File: src/rtl/sdreq_arb_pkg.sv
// Shared types and constants for the SDRAM request arbiter.
// Holds the FSM state encoding and the channel bundle widths.
package sdreq_arb_pkg;

    localparam int NCH             = 4;
    localparam int SA_W            = 22;
    localparam int PARAM_W         = 6;
    localparam int REFR_PERIOD_DEF = 780;

    typedef enum logic [1:0] {
        IDLE  = 2'd0,
        ISSUE = 2'd1,
        WAIT  = 2'd2
    } state_e;

endpackage

File: src/rtl/sdreq_rr4.sv
// Combinational 4-way round-robin priority encoder.
// Priority starts at the channel after the last grant.
module sdreq_rr4
    import sdreq_arb_pkg::*;
(
    input  logic [NCH-1:0] req,
    input  logic [1:0]     last,
    output logic [NCH-1:0] gnt,
    output logic [1:0]     idx
);

    logic [1:0] c;

    // Walk from lowest to highest priority so the nearest requester wins.
    always_comb begin
        gnt = '0;
        idx = last;
        c   = last;
        for (int i = NCH; i >= 1; i--) begin
            c = last + 2'(i);
            if (req[c]) begin
                gnt    = '0;
                gnt[c] = 1'b1;
                idx    = c;
            end
        end
    end

endmodule

File: src/rtl/sdreq_arb.sv
// Round-robin request arbiter and refresh scheduler ahead of sdseq.
// Define SDREQ_ARB_REFR_POSTPONE_EN to let transfers postpone refresh.
module sdreq_arb
    import sdreq_arb_pkg::*;
#(
    parameter int REFR_PERIOD   = REFR_PERIOD_DEF,
    parameter int REFR_MAX_PEND = 8,
    parameter int TOUT_CYC      = 255
) (
    input  logic                 clk0,
    input  logic                 rst,
    input  logic                 en,
    input  logic [NCH-1:0]       req,
    input  logic [NCH*SA_W-1:0]  ch_sa,
    input  logic [NCH*PARAM_W-1:0] ch_param,
    input  logic [NCH-1:0]       ch_wnr,
    input  logic                 ch2_mode,
    input  logic                 next,
    output logic [NCH-1:0]       ack,
    output logic                 xfer,
    output logic                 refr,
    output logic [SA_W-1:0]      sa,
    output logic [1:0]           chsel,
    output logic [PARAM_W-1:0]   param,
    output logic                 wnr,
    output logic                 mode,
    output logic                 busy,
    output logic                 refr_ovf,
    output logic                 tout
);

    localparam int RC_W = $clog2(REFR_PERIOD);
    localparam logic [RC_W-1:0] RC_LAST = RC_W'(REFR_PERIOD - 1);
    localparam logic [7:0] TOUT_LAST = 8'(TOUT_CYC - 1);

`ifdef SDREQ_ARB_REFR_POSTPONE_EN
    localparam int PEND_W = 4;
    localparam logic [PEND_W-1:0] PEND_MAX  = PEND_W'(REFR_MAX_PEND);
    localparam logic [PEND_W-1:0] PEND_HALF = PEND_W'(REFR_MAX_PEND / 2);
`else
    localparam int PEND_W = 1;
    localparam logic [PEND_W-1:0] PEND_MAX = 1'b1;
`endif

    if (REFR_MAX_PEND < 2 || REFR_MAX_PEND > 15) begin : g_pend_chk
        $error("sdreq_arb: REFR_MAX_PEND out of range");
    end

    state_e              state_q, state_d;
    logic [RC_W-1:0]     rcnt_q, rcnt_d;
    logic [PEND_W-1:0]   pend_q, pend_d;
    logic [7:0]          tcnt_q, tcnt_d;
    logic [1:0]          last_q, last_d;
    logic [SA_W-1:0]     sa_q, sa_d;
    logic [1:0]          chsel_q, chsel_d;
    logic [PARAM_W-1:0]  param_q, param_d;
    logic                wnr_q, wnr_d;
    logic                mode_q, mode_d;
    logic                xfer_q, xfer_d;
    logic                refr_q, refr_d;
    logic [NCH-1:0]      ack_q, ack_d;
    logic                ovf_q, ovf_d;
    logic                tout_q, tout_d;

    logic                tick;
    logic                want_xfer;
    logic                refr_go;
    logic [NCH-1:0]      rr_gnt;
    logic [1:0]          rr_idx;

    sdreq_rr4 u_rr4 (
        .req  (req),
        .last (last_q),
        .gnt  (rr_gnt),
        .idx  (rr_idx)
    );

    // Refresh tick generator and pending-refresh bookkeeping.
    always_comb begin
        tick   = (rcnt_q == '0);
        rcnt_d = tick ? RC_LAST : rcnt_q - 1'b1;
        pend_d = pend_q;
        ovf_d  = ovf_q;
        if (tick && !refr_q) begin
            if (pend_q != PEND_MAX) begin
                pend_d = pend_q + 1'b1;
            end
        end else if (!tick && refr_q) begin
            pend_d = pend_q - 1'b1;
        end
`ifdef SDREQ_ARB_REFR_POSTPONE_EN
        if (pend_d == PEND_MAX) begin
            ovf_d = 1'b1;
        end
`else
        if (tick && pend_q == PEND_MAX) begin
            ovf_d = 1'b1;
        end
`endif
    end

    always_comb begin
        want_xfer = en && (req != '0);
`ifdef SDREQ_ARB_REFR_POSTPONE_EN
        refr_go = (pend_q >= PEND_HALF) || ((pend_q != '0) && !want_xfer);
`else
        refr_go = (pend_q != '0);
`endif
    end

    always_comb begin
        state_d = state_q;
        tcnt_d  = tcnt_q;
        last_d  = last_q;
        sa_d    = sa_q;
        chsel_d = chsel_q;
        param_d = param_q;
        wnr_d   = wnr_q;
        mode_d  = mode_q;
        xfer_d  = 1'b0;
        refr_d  = 1'b0;
        ack_d   = '0;
        tout_d  = tout_q;
        unique case (state_q)
            IDLE: begin
                if (refr_go) begin
                    state_d = ISSUE;
                    refr_d  = 1'b1;
                end else if (want_xfer) begin
                    state_d = ISSUE;
                    xfer_d  = 1'b1;
                    ack_d   = rr_gnt;
                    last_d  = rr_idx;
                    chsel_d = rr_idx;
                    sa_d    = ch_sa[rr_idx*SA_W +: SA_W];
                    param_d = ch_param[rr_idx*PARAM_W +: PARAM_W];
                    wnr_d   = ch_wnr[rr_idx];
                    mode_d  = (rr_idx == 2'd2) && ch2_mode;
                end
            end
            ISSUE: begin
                state_d = WAIT;
                tcnt_d  = '0;
            end
            WAIT: begin
                if (next) begin
                    state_d = IDLE;
                end else if (tcnt_q >= TOUT_LAST) begin
                    state_d = IDLE;
                    tout_d  = 1'b1;
                end else if (tcnt_q != 8'hFF) begin
                    tcnt_d = tcnt_q + 1'b1;
                end
            end
            default: begin
                state_d = IDLE;
            end
        endcase
    end

    always_ff @(negedge clk0) begin
        if (rst) begin
            state_q <= IDLE;
            rcnt_q  <= RC_LAST;
            pend_q  <= '0;
            tcnt_q  <= '0;
            last_q  <= 2'd3;
            sa_q    <= '0;
            chsel_q <= '0;
            param_q <= '0;
            wnr_q   <= 1'b0;
            mode_q  <= 1'b0;
            xfer_q  <= 1'b0;
            refr_q  <= 1'b0;
            ack_q   <= '0;
            ovf_q   <= 1'b0;
            tout_q  <= 1'b0;
        end else begin
            state_q <= state_d;
            rcnt_q  <= rcnt_d;
            pend_q  <= pend_d;
            tcnt_q  <= tcnt_d;
            last_q  <= last_d;
            sa_q    <= sa_d;
            chsel_q <= chsel_d;
            param_q <= param_d;
            wnr_q   <= wnr_d;
            mode_q  <= mode_d;
            xfer_q  <= xfer_d;
            refr_q  <= refr_d;
            ack_q   <= ack_d;
            ovf_q   <= ovf_d;
            tout_q  <= tout_d;
        end
    end

    assign ack      = ack_q;
    assign xfer     = xfer_q;
    assign refr     = refr_q;
    assign sa       = sa_q;
    assign chsel    = chsel_q;
    assign param    = param_q;
    assign wnr      = wnr_q;
    assign mode     = mode_q;
    assign busy     = (state_q != IDLE);
    assign refr_ovf = ovf_q;
    assign tout     = tout_q;

endmodule

File: config.mk
export PLATFORM = sky130hd
export DESIGN_NAME = sdreq_arb
export DESIGN_NICKNAME = d
export VERILOG_FILES = /design/src/rtl/sdreq_arb_pkg.sv /design/src/rtl/sdreq_rr4.sv /design/src/rtl/sdreq_arb.sv
export SDC_FILE = /design/constraint.sdc
export NUM_CORES = 1
export LEC_CHECK = 0
export ABC_AREA = 1
export BUFFER_PORTS_ARGS = -buffer_cell sky130_fd_sc_hd__buf_4
export CORE_UTILIZATION = 45
export CTS_CLUSTER_DIAMETER = 50
export DETAILED_ROUTE_END_ITERATION = 10
export GPL_TIMING_DRIVEN = 1
export MAX_ROUTING_LAYER = met4
export PLACE_DENSITY = 0.77
export SETUP_SLACK_MARGIN = 0.5
export SYNTH_ARGS = -nofsm -noshare
export SYNTH_HDL_FRONTEND = slang
export SYNTH_SLANG_ARGS = --single-unit
File: constraint.sdc
create_clock -name clk0 -period 2.4 [get_ports clk0]
set_clock_uncertainty 0.1 [all_clocks]
set_input_delay 0.48 -clock clk0 [delete_from_list [all_inputs] [get_ports clk0]]
set_output_delay 0.48 -clock clk0 [all_outputs]
set_load 0.005 [all_outputs]
## Yosys cells after proc, flatten, opt, wreduce, memory -nomap -nowiden

Index checks and enable logic that the tools add are counted.

- Input bits: 125
- Output and inout bits: 41
- Bits in registers: 63

- Multipliers: 2
- Magnitude comparators: 10
- Shift-type cells: 2
- $add $sub $neg: 7
- Reduce and logical (&&, ||, !) cells: 25
- Bitwise gates (word level): 4
- Mux-type cells: 39
- Equality and inequality tests: 9

Operators with widths:

| cell | count |
|---|---|
| $shiftx 88x8->22 | 1 |
| $mux 8 | 3 |
| $shiftx 24x6->6 | 1 |
| $mux 4 | 4 |
| $pmux 8 s2 | 1 |
| $lt 2x3->1 const B | 5 |
| $mux 1 | 14 |
| $mux 2 | 7 |
| $bmux 1 s2 | 5 |
| $logic_not 10->1 | 1 |
| $sub 10x1->10 const B | 1 |
| $logic_and 1x1->1 | 9 |
| $add 8x1->8 const B | 1 |
| $demux 1 s2 | 4 |
| $ge 2x1->1 const B | 4 |
| $ge 8x8->1 const B | 1 |
| $ne 8x8->1 const B | 1 |
| $mul 2x4->6 const B | 1 |
| $ne 2x2->1 const B | 3 |
| $ne 3x3->1 const B | 2 |
| $pmux 2 s3 | 1 |
| $reduce_and 3->1 | 2 |
| $reduce_bool 2->1 | 3 |
| $add 2x2->2 const B | 2 |
| 15 further kinds | 21 |

## Logic depth before layout (Yosys ltp)

- Word-level depth: 8
- Depth in mapped cells: 16

## Cells and area by module

A second synthesis with hierarchy kept.

- Cells, all modules: 591
- Area total of the unflattened synthesis: 3906.2 µm²

Modules (own cells, without submodules):

| module | seq. area each (µm²) | times used | cells an instance | area each (µm²) |
|---|---|---|---|---|
| sdreq_arb | 1261.2 | 1 | 502 | 3378.2 |
| sdreq_rr4 | 0.0 | 1 | 89 | 528.0 |

==> impl_metrics.xml <==
<?xml version="1.0" encoding="UTF-8"?>
<metrics>
  <group name="setup_path">
    <metric name="cp_slowest_stage_delay" unit="ns">0.17</metric>
    <metric name="setup.reg_to_reg.worst_slack" unit="ns">-0.31</metric>
    <metric name="timing.critical_path.from_type" unit="">input port</metric>
    <metric name="r2r-start" unit="">state_q[0]</metric>
    <metric name="startpoint" unit="">req[2]</metric>
    <metric name="criticalPathCategory" unit="">input port to register</metric>
    <metric name="setup.worst_path.end" unit="">sa[1]</metric>
    <metric name="critical_path.reg2reg.endpoint" unit="">state_q[0]</metric>
    <metric name="crit_chain" unit="">buf_8 &gt; inv_8 &gt; nand2_4 &gt; nand3_4 &gt; nand2_4 &gt; clkinv_4 &gt; buf_6 &gt; nand2_2 &gt; nand2_2 &gt; nand2_2 &gt; nand2_4 &gt; inv_8 &gt; clkbuf_16 &gt; nand3_1 &gt; nand3_1 &gt; nand2_1 &gt; inv_1</metric>
    <metric name="maximum_fanout_along_the_worst_path" unit="">11</metric>
    <metric name="crit_path_capture_type" unit="">register</metric>
    <metric name="critical_path.slowest_cell" unit="">sky130_fd_sc_hd__clkbuf_16</metric>
    <metric name="r2r.worst_path.cells" unit="">19</metric>
    <metric name="data_arrival_time_of_the_critical_path" unit="ns">1.99</metric>
    <metric name="crit_required" unit="ns">1.43</metric>
  </group>
  <group name="synthesis">
    <metric name="mappedNetlistNets" unit="">864</metric>
    <metric name="synth_compound_gate_area_share" unit="%">4.23</metric>
    <metric name="netlist.area_leader.share" unit="%">29.6</metric>
    <metric name="synth.area.top_cells" unit="">sky130_fd_sc_hd__dfxtp_1, sky130_fd_sc_hd__nand3_1, sky130_fd_sc_hd__inv_1</metric>
    <metric name="synth_area" unit="sq mm">0.00426</metric>
    <metric name="synth_adder_area_share" unit="%">2.65</metric>
    <metric name="netlist.top_cell.by_area" unit="">sky130_fd_sc_hd__dfxtp_1</metric>
    <metric name="synth.ff_latch_count" unit="">63</metric>
    <metric name="synth_warnings" unit="">0</metric>
    <metric name="yosys-mux-area-fraction" unit="%">0</metric>
    <metric name="post_synth_num_cell_types" unit="">28</metric>
    <metric name="dominant_combinational_cell_family_by_area_after_synthesis" unit="">simple AND/OR/NAND/NOR gates</metric>
    <metric name="synthSimpleGateAreaFrac" unit="%">42.1</metric>
    <metric name="netlist_instances" unit="">730</metric>
    <metric name="yosysSeqAreaShare" unit="%">29.6</metric>
    <metric name="postSynthAreaPerCell" unit="sq um">5.83</metric>
    <metric name="post_synth_xor_area_fraction" unit="%">1.44</metric>
  </group>
  <group name="timing">
    <metric name="timing_worst_slew_pin_value" unit="ns">0.571</metric>
    <metric name="timing_max_transition_violations_final" unit="">0</metric>
    <metric name="unrepaired_setup_endpoints_after_global_routing" unit="">true</metric>
    <metric name="finalHoldViolations" unit="">0</metric>
    <metric name="final_critical_path_setup_slack" unit="ns">-0.554</metric>
    <metric name="final_setup_violation_count" unit="">87</metric>
    <metric name="slew-limit-headroom" unit="%">61.7</metric>
  </group>
  <group name="floorplan">
    <metric name="placementRows" unit="">35</metric>
    <metric name="dieHeight" unit="um">99.2</metric>
    <metric name="design.core.area" unit="sq mm">0.00920</metric>
    <metric name="num_ports" unit="">166</metric>
    <metric name="fp.dieArea" unit="sq mm">0.00985</metric>
    <metric name="chipWidth" unit="um">99.2</metric>
    <metric name="initial_standard_cell_utilization_of_the_core" unit="%">46.3</metric>
  </group>
  <group name="final_layout">
    <metric name="most-common-layout-cells" unit="">sky130_fd_sc_hd__inv_1, sky130_fd_sc_hd__buf_4, sky130_fd_sc_hd__nand3_1, sky130_fd_sc_hd__nand2_1, sky130_fd_sc_hd__buf_6</metric>
    <metric name="drive_above_1_share" unit="%">47.4</metric>
    <metric name="final-instance-count-excl-fill" unit="">1167</metric>
    <metric name="core_utilization_of_the_finished_layout" unit="%">93.0</metric>
    <metric name="layout-area-overhead-vs-synth" unit="%">101</metric>
    <metric name="leading_cell_type_in_the_layout_fill_and_taps_excluded" unit="">sky130_fd_sc_hd__inv_1</metric>
    <metric name="register_area" unit="sq mm">0.00132</metric>
    <metric name="area_of_the_multi_input_gates" unit="sq mm">0.00299</metric>
    <metric name="count_of_fill_cells_added_during_filler_insertion" unit="">310</metric>
    <metric name="nets" unit="">1184</metric>
  </group>
  <group name="grt">
    <metric name="largest_net_degree_at_the_start_of_global_routing" unit="">35</metric>
    <metric name="grt_pass1_wl" unit="mm">28.4</metric>
    <metric name="antenna_found_initial" unit="">1</metric>
    <metric name="grt_pass1_vias" unit="">6172</metric>
    <metric name="use_met2" unit="%">64.5</metric>
    <metric name="busiest_layer" unit="">met2</metric>
    <metric name="grt_usage" unit="%">37.9</metric>
    <metric name="total_gr_overflow" unit="">0</metric>
    <metric name="gr-usage-met3" unit="%">9.28</metric>
    <metric name="met1_usage" unit="%">37.8</metric>
  </group>
  <group name="power">
    <metric name="leak_pwr" unit="uW">0.00474</metric>
    <metric name="power_per_cell_area" unit="mW/mm^2">834</metric>
    <metric name="power" unit="uW">7130</metric>
    <metric name="vdd_drop_max" unit="V">0.000472</metric>
  </group>
  <group name="routing">
    <metric name="drc" unit="">0</metric>
    <metric name="vias" unit="">6982</metric>
    <metric name="avgRoutedWirePerCell" unit="um">21.7</metric>
    <metric name="drtIter0Drc" unit="">845</metric>
    <metric name="drt_first_pass_iters" unit="">7</metric>
    <metric name="antenna_violating_nets_post_route" unit="">0</metric>
    <metric name="postRouteWirelength" unit="mm">25.4</metric>
    <metric name="vias_per_cell" unit="">5.98</metric>
  </group>
  <group name="min_path">
    <metric name="hp-start" unit="">rcnt_q[0]</metric>
    <metric name="worst_min_path_class" unit="">register to register</metric>
  </group>
  <group name="clock_tree">
    <metric name="ctsHoldBuffers" unit="">0</metric>
    <metric name="cts.path.max_buffers" unit="">2</metric>
    <metric name="cts_inserted_buffers" unit="">9</metric>
    <metric name="tritoncts" unit="">yes</metric>
    <metric name="clk_transition_reported_paths" unit="ns">0.08</metric>
    <metric name="clk-insertion-delay-late" unit="ns">0.46</metric>
    <metric name="cts_root_buffer" unit="">sky130_fd_sc_hd__clkbuf_8</metric>
    <metric name="cts_num_sinks" unit="">63</metric>
    <metric name="cts-htree-levels" unit="">3</metric>
  </group>
  <group name="run_status">
    <metric name="run_status" unit="">complete, but fails checks</metric>
    <metric name="failing_checks" unit="">setup timing</metric>
  </group>
  <group name="placement">
    <metric name="placement.io_buffers" unit="">165</metric>
    <metric name="place_inst" unit="">1006</metric>
    <metric name="dp.final_hpwl" unit="mm">9.51</metric>
    <metric name="gp_congestion" unit="">0.861</metric>
  </group>
  <group name="job">
    <metric name="drv.max_cap_violation_count" unit="">0</metric>
  </group>
</metrics>
[where the power goes]
part	total, uW	internal, uW	switching [uW]
Sequential	1290	1190	106
Clock	1830	835	996
Combinational	4010	1890	2120
[flip-flops by register name, indices dropped and copies added (netlist names)]
name / count
ack: 4
chsel: 2
last_q: 2
mode: 1
param: 6
pend_q: 1
rcnt_q: 10
refr: 1
refr_ovf: 1
sa: 22
state_q: 2
tcnt_q: 8
tout: 1
wnr: 1
xfer: 1
[critical path: cells and delay by family]
kind	cells	cell delay (ns)
buf+inv	7	0.58
simple gates	10	0.90
[final cells by class]
class / instances / share of cell area, %
clock inverters: 70 / 4.14
multi-input cells: 453 / 35.0
clock buffers: 9 / 1.45
inverters: 178 / 8.85
diodes: 1 / 0.0293
well taps: 111 / 1.62
repair buffers: 282 / 33.5
flip-flops and latches: 63 / 15.4
[cell usage after synthesis]
cell type and count:
sky130_fd_sc_hd__xor2_1 4, sky130_fd_sc_hd__inv_2 3, sky130_fd_sc_hd__o21ai_0 6, sky130_fd_sc_hd__dfxtp_1 63, sky130_fd_sc_hd__nand3b_1 2, sky130_fd_sc_hd__inv_1 176
sky130_fd_sc_hd__nor2_1 78, sky130_fd_sc_hd__buf_1 9, sky130_fd_sc_hd__a21oi_1 19, sky130_fd_sc_hd__nor4_1 1, sky130_fd_sc_hd__ha_1 9, sky130_fd_sc_hd__buf_6 2
sky130_fd_sc_hd__nor3_1 6, sky130_fd_sc_hd__xnor2_1 3, sky130_fd_sc_hd__nand2_2 3, sky130_fd_sc_hd__a31oi_1 4, sky130_fd_sc_hd__nand3_2 1, sky130_fd_sc_hd__nand4_1 10
sky130_fd_sc_hd__buf_2 14, sky130_fd_sc_hd__o211ai_1 2, sky130_fd_sc_hd__or2_2 3, sky130_fd_sc_hd__buf_4 3, sky130_fd_sc_hd__nand3_1 165, sky130_fd_sc_hd__and3_1 1
sky130_fd_sc_hd__nor3b_1 1, sky130_fd_sc_hd__nand2_1 133, sky130_fd_sc_hd__clkbuf_1 7, sky130_fd_sc_hd__a211oi_1 2
[cell families (layout without fill, tap and decap cells)]
| group | after synthesis | in the layout |
|---|---|---|
| and+or+nand+nor | 404 | 404 |
| buffers and inverters | 214 | 539 |
| DFF | 63 | 63 |
| AOI/OAI and AO/OA | 33 | 33 |
| adders and majority gates | 9 | 9 |
| xor gates and xnor gates | 7 | 7 |
| other | 0 | 1 |
[per-stage QoR]
| step | instance area [sq um] | hold slack [ns] | setup TNS [ns] | setup WS, ns |
|---|---|---|---|---|
| final | 8550 | 0.344 | -27.63 | -0.554 |
| after detailed placement | 6130 | 0.294 | -31.31 | -0.807 |
| after CTS | 7870 | 0.311 | -20.36 | -0.399 |
| after global placement | 6130 | 0.275 | -29.52 | -0.763 |
| after global routing | 8550 | 0.339 | -31.21 | -0.759 |
| after floorplan | 4630 | 0.265 | -19.73 | -0.622 |
[how the worst min path moves through the flow]
stage	endpoint	slack, ns	depth (start not counted)
after floorplan	rcnt_q[0]	0.27	1
after global placement	rcnt_q[0]	0.28	1
after detailed placement	rcnt_q[0]	0.29	1
after CTS	rcnt_q[0]	0.31	1
after global routing	rcnt_q[0]	0.34	1
final	rcnt_q[0]	0.34	1
[metal layers]
layer / vias to the layer above / routed length, um
li1: 2889 / -
met1: 3075 / 7900
met2: 720 / 11400
met3: 298 / 3390
met4: 0 / 2690
met5: - / 0
[repair_timing]
action,CTS,global route
setup buffers,52,21
pin swaps,41,60
setup endpoints to repair,104,104
gates cloned,6,3
gates resized for setup,172,108
No activity file was read; power rests on OpenSTA's default activity.
